**config.mk**
```make
export PLATFORM = sky130hd
export DESIGN_NAME = imem_fetch
export DESIGN_NICKNAME = d
export VERILOG_FILES = /design/src/rtl/mips32_pkg.sv /design/src/rtl/imem_fetch_fifo.sv /design/src/rtl/imem_fetch.sv
export SDC_FILE = /design/constraint.sdc
export NUM_CORES = 1
export LEC_CHECK = 0
export CORE_UTILIZATION = 59
export CTS_BUF_LIST = sky130_fd_sc_hd__clkbuf_8 sky130_fd_sc_hd__clkbuf_16
export DETAILED_ROUTE_END_ITERATION = 10
export GPL_ROUTABILITY_DRIVEN = 0
export PLACE_DENSITY = 0.91
export SYNTH_ARGS = -nofsm -noshare
export SYNTH_HDL_FRONTEND = slang
export SYNTH_SLANG_ARGS = --single-unit
```
**constraint.sdc**
```tcl
create_clock -name clock -period 11.6 [get_ports clock]
set_input_delay 2.32 -clock clock [delete_from_list [all_inputs] [get_ports clock]]
set_output_delay 2.32 -clock clock [all_outputs]
set_load 0.01 [all_outputs]
```
**src/rtl/mips32_pkg.sv**
```systemverilog
// Shared constants for the Mips32 core and its front end.
// Word width and default fetch-unit geometry.
package mips32_pkg;

  localparam int WORD_W      = 32;
  localparam int IMEM_AW     = 16;
  localparam int FETCH_DEPTH = 4;

  function automatic int cnt_w(input int depth);
    return $clog2(depth) + 1;
  endfunction

endpackage

```
**src/rtl/imem_fetch_fifo.sv**
```systemverilog
// fetch_fifo: in-order prefetch queue of DEPTH words.
// Flush has priority over push and pop in the same cycle.
module fetch_fifo
  import mips32_pkg::*;
#(
  parameter int DEPTH = FETCH_DEPTH,
  parameter int W     = WORD_W,
  parameter int CW    = cnt_w(DEPTH)
) (
  input  logic          clock,
  input  logic          reset_n,
  input  logic          i_push,
  input  logic [W-1:0]  i_data,
  input  logic          i_pop,
  input  logic          i_flush,
  output logic [CW-1:0] o_count,
  output logic          o_empty,
  output logic [W-1:0]  o_head
);

  localparam int PW = $clog2(DEPTH);
  localparam logic [CW-1:0] FULL = CW'(DEPTH);

  logic [W-1:0]  r_mem [DEPTH];
  logic [PW-1:0] r_wp;
  logic [PW-1:0] r_rp;
  logic [CW-1:0] r_cnt;
  logic          w_push;
  logic          w_pop;

  assign w_pop  = i_pop && (r_cnt != '0);
  assign w_push = i_push && ((r_cnt != FULL) || w_pop);

  always_ff @(posedge clock or negedge reset_n) begin
    if (!reset_n) begin
      r_wp  <= '0;
      r_rp  <= '0;
      r_cnt <= '0;
      for (int i = 0; i < DEPTH; i++)
        r_mem[i] <= '0;
    end else if (i_flush) begin
      r_wp  <= '0;
      r_rp  <= '0;
      r_cnt <= '0;
    end else begin
      if (w_push) begin
        r_mem[r_wp] <= i_data;
        r_wp        <= r_wp + 1'b1;
      end
      if (w_pop)
        r_rp <= r_rp + 1'b1;
      r_cnt <= r_cnt + CW'(w_push) - CW'(w_pop);
    end
  end

  assign o_count = r_cnt;
  assign o_empty = (r_cnt == '0);
  assign o_head  = r_mem[r_rp];

endmodule

```
**src/rtl/imem_fetch.sv**
```systemverilog
// Instruction fetch unit: prefetches words from a variable-latency
// memory port and presents the word matching the core's raddr.
module imem_fetch
  import mips32_pkg::*;
#(
  parameter int DEPTH = FETCH_DEPTH,
  parameter int AW    = IMEM_AW
) (
  input  logic              clock,
  input  logic              reset_n,
  input  logic [31:0]       raddr,
  input  logic              take,
  output logic [WORD_W-1:0] instr,
  output logic              instr_valid,
  output logic              mem_req,
  output logic [AW-1:0]     mem_addr,
  input  logic              mem_gnt,
  input  logic              mem_rvalid,
  input  logic [WORD_W-1:0] mem_rdata
);

  localparam int CW = cnt_w(DEPTH);
  localparam logic [CW:0] LIM = (CW + 1)'(DEPTH);

  logic [AW-1:0]     r_fpc;
  logic [AW-1:0]     r_exp;
  logic [CW-1:0]     r_inflight;
  logic [CW-1:0]     r_drop;

  logic [AW-1:0]     w_addr;
  logic              w_redirect;
  logic              w_valid;
  logic              w_fire;
  logic              w_resp;
  logic              w_push;
  logic              w_pop;
  logic              w_empty;
  logic [CW-1:0]     w_occ;
  logic [CW-1:0]     w_live;
  logic [CW:0]       w_credit;
  logic [CW-1:0]     w_inflight_nxt;
  logic [WORD_W-1:0] w_head;

  if (AW < 32) begin : g_hi
    logic w_unused_hi;
    assign w_unused_hi = ^raddr[31:AW];
  end

  assign w_addr     = raddr[AW-1:0];
  assign w_redirect = (w_addr != r_exp);
  assign w_valid    = !w_empty && !w_redirect;

  // Words still to be delivered plus words held must fit the queue.
  assign w_live   = r_inflight - r_drop;
  assign w_credit = {1'b0, w_live} + {1'b0, w_occ};

  assign mem_req  = reset_n && !w_redirect && (w_credit < LIM);
  assign mem_addr = r_fpc;
  assign w_fire   = mem_req && mem_gnt;

  assign w_resp = mem_rvalid && (r_inflight != '0);
  assign w_push = w_resp && (r_drop == '0) && !w_redirect;
  assign w_pop  = take && w_valid;

  assign w_inflight_nxt = r_inflight + CW'(w_fire) - CW'(w_resp);

  assign instr_valid = w_valid;
  assign instr       = w_valid ? w_head : '0;

  fetch_fifo #(
    .DEPTH (DEPTH),
    .W     (WORD_W),
    .CW    (CW)
  ) u_fifo (
    .clock   (clock),
    .reset_n (reset_n),
    .i_push  (w_push),
    .i_data  (mem_rdata),
    .i_pop   (w_pop),
    .i_flush (w_redirect),
    .o_count (w_occ),
    .o_empty (w_empty),
    .o_head  (w_head)
  );

  always_ff @(posedge clock or negedge reset_n) begin
    if (!reset_n) begin
      r_fpc      <= '0;
      r_exp      <= '0;
      r_inflight <= '0;
      r_drop     <= '0;
    end else begin
      r_inflight <= w_inflight_nxt;
      if (w_redirect) begin
        r_fpc  <= w_addr;
        r_exp  <= w_addr;
        // Nothing fires on redirect, so all remaining flight is stale.
        r_drop <= w_inflight_nxt;
      end else begin
        if (w_fire)
          r_fpc <= r_fpc + 1'b1;
        if (w_pop)
          r_exp <= r_exp + 1'b1;
        if (w_resp && (r_drop != '0))
          r_drop <= r_drop - 1'b1;
      end
    end
  end

  a_rvalid_orphan: assert property (
    @(posedge clock) disable iff (!reset_n)
    !(mem_rvalid && (r_inflight == '0))
  );

endmodule

```
==> impl_metrics.csv <==
group,metric,value,unit
synth,avgSynthCellArea,13.3,µm²
clock_network,cts_setup_buffers,0,
timing,finClkSkew,10.6,ps
timing,max-slew-margin-rel,0.274,
timing,setup-tns-final,0,ps
timing,rsz0062_at_grt,"false",
drt,wl_per_cell,20.2,µm
worst_setup_path,cp_common_cell,"clkdlybuf4s50_1",
timing,fmax,136,MHz
place,dp_cells,889,
timing,final-setup-viol-count,0,
cells_and_area,syn2layout_area_growth,20.9,%
synth,syn-num-nets,721,
clock_network,clkSinkCount,173,
global_routing,track_usage,0.270,
drt,drtAntennaViolNets,0,
synth,ys_seq_elements,173,
worst_setup_path,path_class,"in -> out",
pwr,p_per_area,134,nW/µm²
run_status,status,"finished, final reports clean",
clock_network,cts_resized,0,
synth,yosys_warnings,0,
floorplanning,num_io_pins,119,
pwr,p_leak,4.59,nW
global_routing,grt_pass1_wl,30100,µm
drt,via_per_inst,6.02,
clock_network,cts-htree-levels,4,
timing,fin_crit_sh,0.632,
clock_network,cts_hold_buf,0,
synth,synth_largest_area_cell,"dfrtp_1",
place,dp_hpwl,12300,µm
floorplanning,fp.dieH,122,µm
floorplanning,die_w,122,µm
global_routing,grt_overflow,0,
synth,synthesis.instances,634,
worst_setup_path,crit_path_max_fanout,69,
floorplanning,rows,43,
drt,drc_errors,0,
synth,synth.distinct_cells,37,
clock_network,clock_path_buffers,2,
floorplanning,dieArea,14800,µm²
clock_network,numCtsBuffers,17,
global_routing,grt_max_degree,90,
worst_setup_path,crit_chain,"clkdlybuf4s50_1 > xnor2_1 > nand4_1 > nor4_4 > buf_4 > and2_1 > clkdlybuf4s50_1",
cells_and_area,nets,815,
timing,hold_violations,0,
clock_network,clk_latency,430,ps
floorplanning,start_util,0.606,
worst_setup_path,cpMaxStageDelayCell,"buf_4",
worst_setup_path,cpPeakStageDelay,620,ps
drt,drt-initial-drc-count,312,
cells_and_area,final_cell_count_no_fill,922,
pwr,ir_drop,0.107,mV
worst_setup_path,required,9280,ps
worst_setup_path,critPathLaunchType,"input pin",
place,port_buffers,102,
drt,wirelength,18600,µm
cells_and_area,fillers,847,
worst_setup_path,r2r_slack,7200,ps
global_routing,antenna_found_initial,0,
synth,synthTopCellsByArea,"dfrtp_1, mux2_2, mux4_2",
job,max-cap-violations,0,
drt,num_vias,5548,
timing,fin_crit,7330,ps
worst_setup_path,end_kind,"output port",
timing,tightest_slew,1090,ps
timing,hold_ws,497,ps
worst_setup_path,critPathArrivalTime,5010,ps
synth,yosysSeqAreaShare,0.513,
floorplanning,core_area,13900,µm²
drt,drtPass1Iterations,5,
timing,report.final.slew_viol_count,0,
global_routing,first_global_vias,5988,
clock_network,clk_pin_slew,50,ps
min_path,min_path_type,"reg -> reg",
synth,synth_top_area_share,0.513,
synth,syn_area,8440,µm²
clock_network,cts_tree,"done",
clock_network,root_buffer,"clkbuf_16",
cells_and_area,layout-drive-gt1-share,0.275,
==> path summary, 6_finish.rpt <==
kind                             startpoint           endpoint  cells after the start
min in group asynchronous           reset_n   u_fifo.r_mem[71]                      1
hold reg to reg            u_fifo.r_mem[58]   u_fifo.r_mem[58]                      1
hold / removal             u_fifo.r_mem[58]   u_fifo.r_mem[58]                      1
setup reg to reg              r_inflight[0]          r_drop[2]                     19
setup / recovery                  raddr[15]            mem_req                      7
max in group asynchronous           reset_n  u_fifo.r_mem[112]                      2
==> final cells by class <==
| cell class | instances | area [µm²] | share of cell area |
|---|---|---|---|
| multi-input cells | 413 | 3950 | 0.387 |
| inverters | 16 | 60.1 | 0.00589 |
| repair buffers | 107 | 1060 | 0.104 |
| well taps | 180 | 225 | 0.0221 |
| clock buffers | 21 | 480 | 0.0471 |
| clock inverters | 11 | 100 | 0.00981 |
| diodes | 1 | 2.50 | 0.000245 |
| flip-flops and latches | 173 | 4330 | 0.424 |
==> cell usage in the layout, fill, tap and decap left out, types with 4 or more instances in the layout <==
cell type and count:
xor2_1 20, clkdlybuf4s50_1 101, nand3_1 9, a21oi_1 33
clkinv_2 5, clkbuf_8 4, dfrtp_1 172, nor2b_1 36
nand4_1 15, buf_4 5, nor2_1 29, nand2_1 17
xnor2_1 35, ha_1 15, clkbuf_16 17, mux2_2 128
inv_1 20, mux4_2 32, nand3_2 4, and2_1 8
==> cells by family after synthesis <==
| logic type | Yosys count | synth area share |
|---|---|---|
| compound gates | 42 | 0.0274 |
| xor+xnor | 55 | 0.0571 |
| fa+ha+maj | 18 | 0.0294 |
| buf+inv | 48 | 0.0236 |
| flops | 173 | 0.513 |
| mux | 163 | 0.260 |
| simple gates | 135 | 0.0898 |
==> state kept, by name (all words and copies together) (netlist names) <==
register / cells
u_fifo.o_count: 3
u_fifo.r_wp: 2
u_fifo.r_mem: 128
r_drop: 3
mem_addr: 16
u_fifo.r_rp: 2
r_exp: 16
r_inflight: 3
==> through the flow <==
step           worst slack (ps)  cell area [µm²]  utilization  power, mW
2_1_floorplan              5640             8440            -      0.751
3_3_place_gp               4320             9620        0.690      0.812
3_5_place_dp               4270             9620        0.690      0.828
4_1_cts                    4260            10200        0.732       1.38
5_1_grt                    4120            10200        0.732       1.43
6_report                   4270            10200        0.732       1.37
==> power by group <==
group | leakage, nW | internal [mW] | switching [mW]
registers | 2.33 | 0.622 | 0.0225
logic | 1.96 | 0.0779 | 0.0951
clock network | 0.307 | 0.335 | 0.220
==> Yosys cell counts (all sizes together) <==
| cell | n |
|---|---|
| and2 | 8 |
| inv | 16 |
| or4b | 1 |
| nand4bb | 1 |
| nor4b | 2 |
| nor2 | 29 |
| clkbuf | 13 |
| xnor2 | 35 |
| nand3 | 13 |
| and4 | 2 |
| mux2 | 128 |
| nor3 | 3 |
| o31a | 1 |
| o211ai | 1 |
| fa | 3 |
| dfrtp | 173 |
| and3b | 1 |
| mux4 | 32 |
| mux2i | 3 |
| a41oi | 1 |
| a21oi | 33 |
| nor4 | 3 |
| nand2 | 17 |
| o31ai | 3 |
| xor2 | 20 |
| ha | 15 |
| and3 | 3 |
| buf | 19 |
| o21a | 1 |
| nor3b | 1 |
| o21ai | 1 |
| a31oi | 1 |
| nor2b | 36 |
| nand4 | 15 |
==> critical path: cells and delay by family <==
family	cells	cell delay [ps]
buf+inv	3	1610
xor+xnor	1	230
simple gates	3	830
==> metal layers <==
metal  routed length (µm)  track usage
met1                 7470        0.318
met2                 9800        0.483
met3                  858       0.0585
met4                  456        0.105
met5                    0            0
Note: power is estimated with default switching activity, not from simulation.
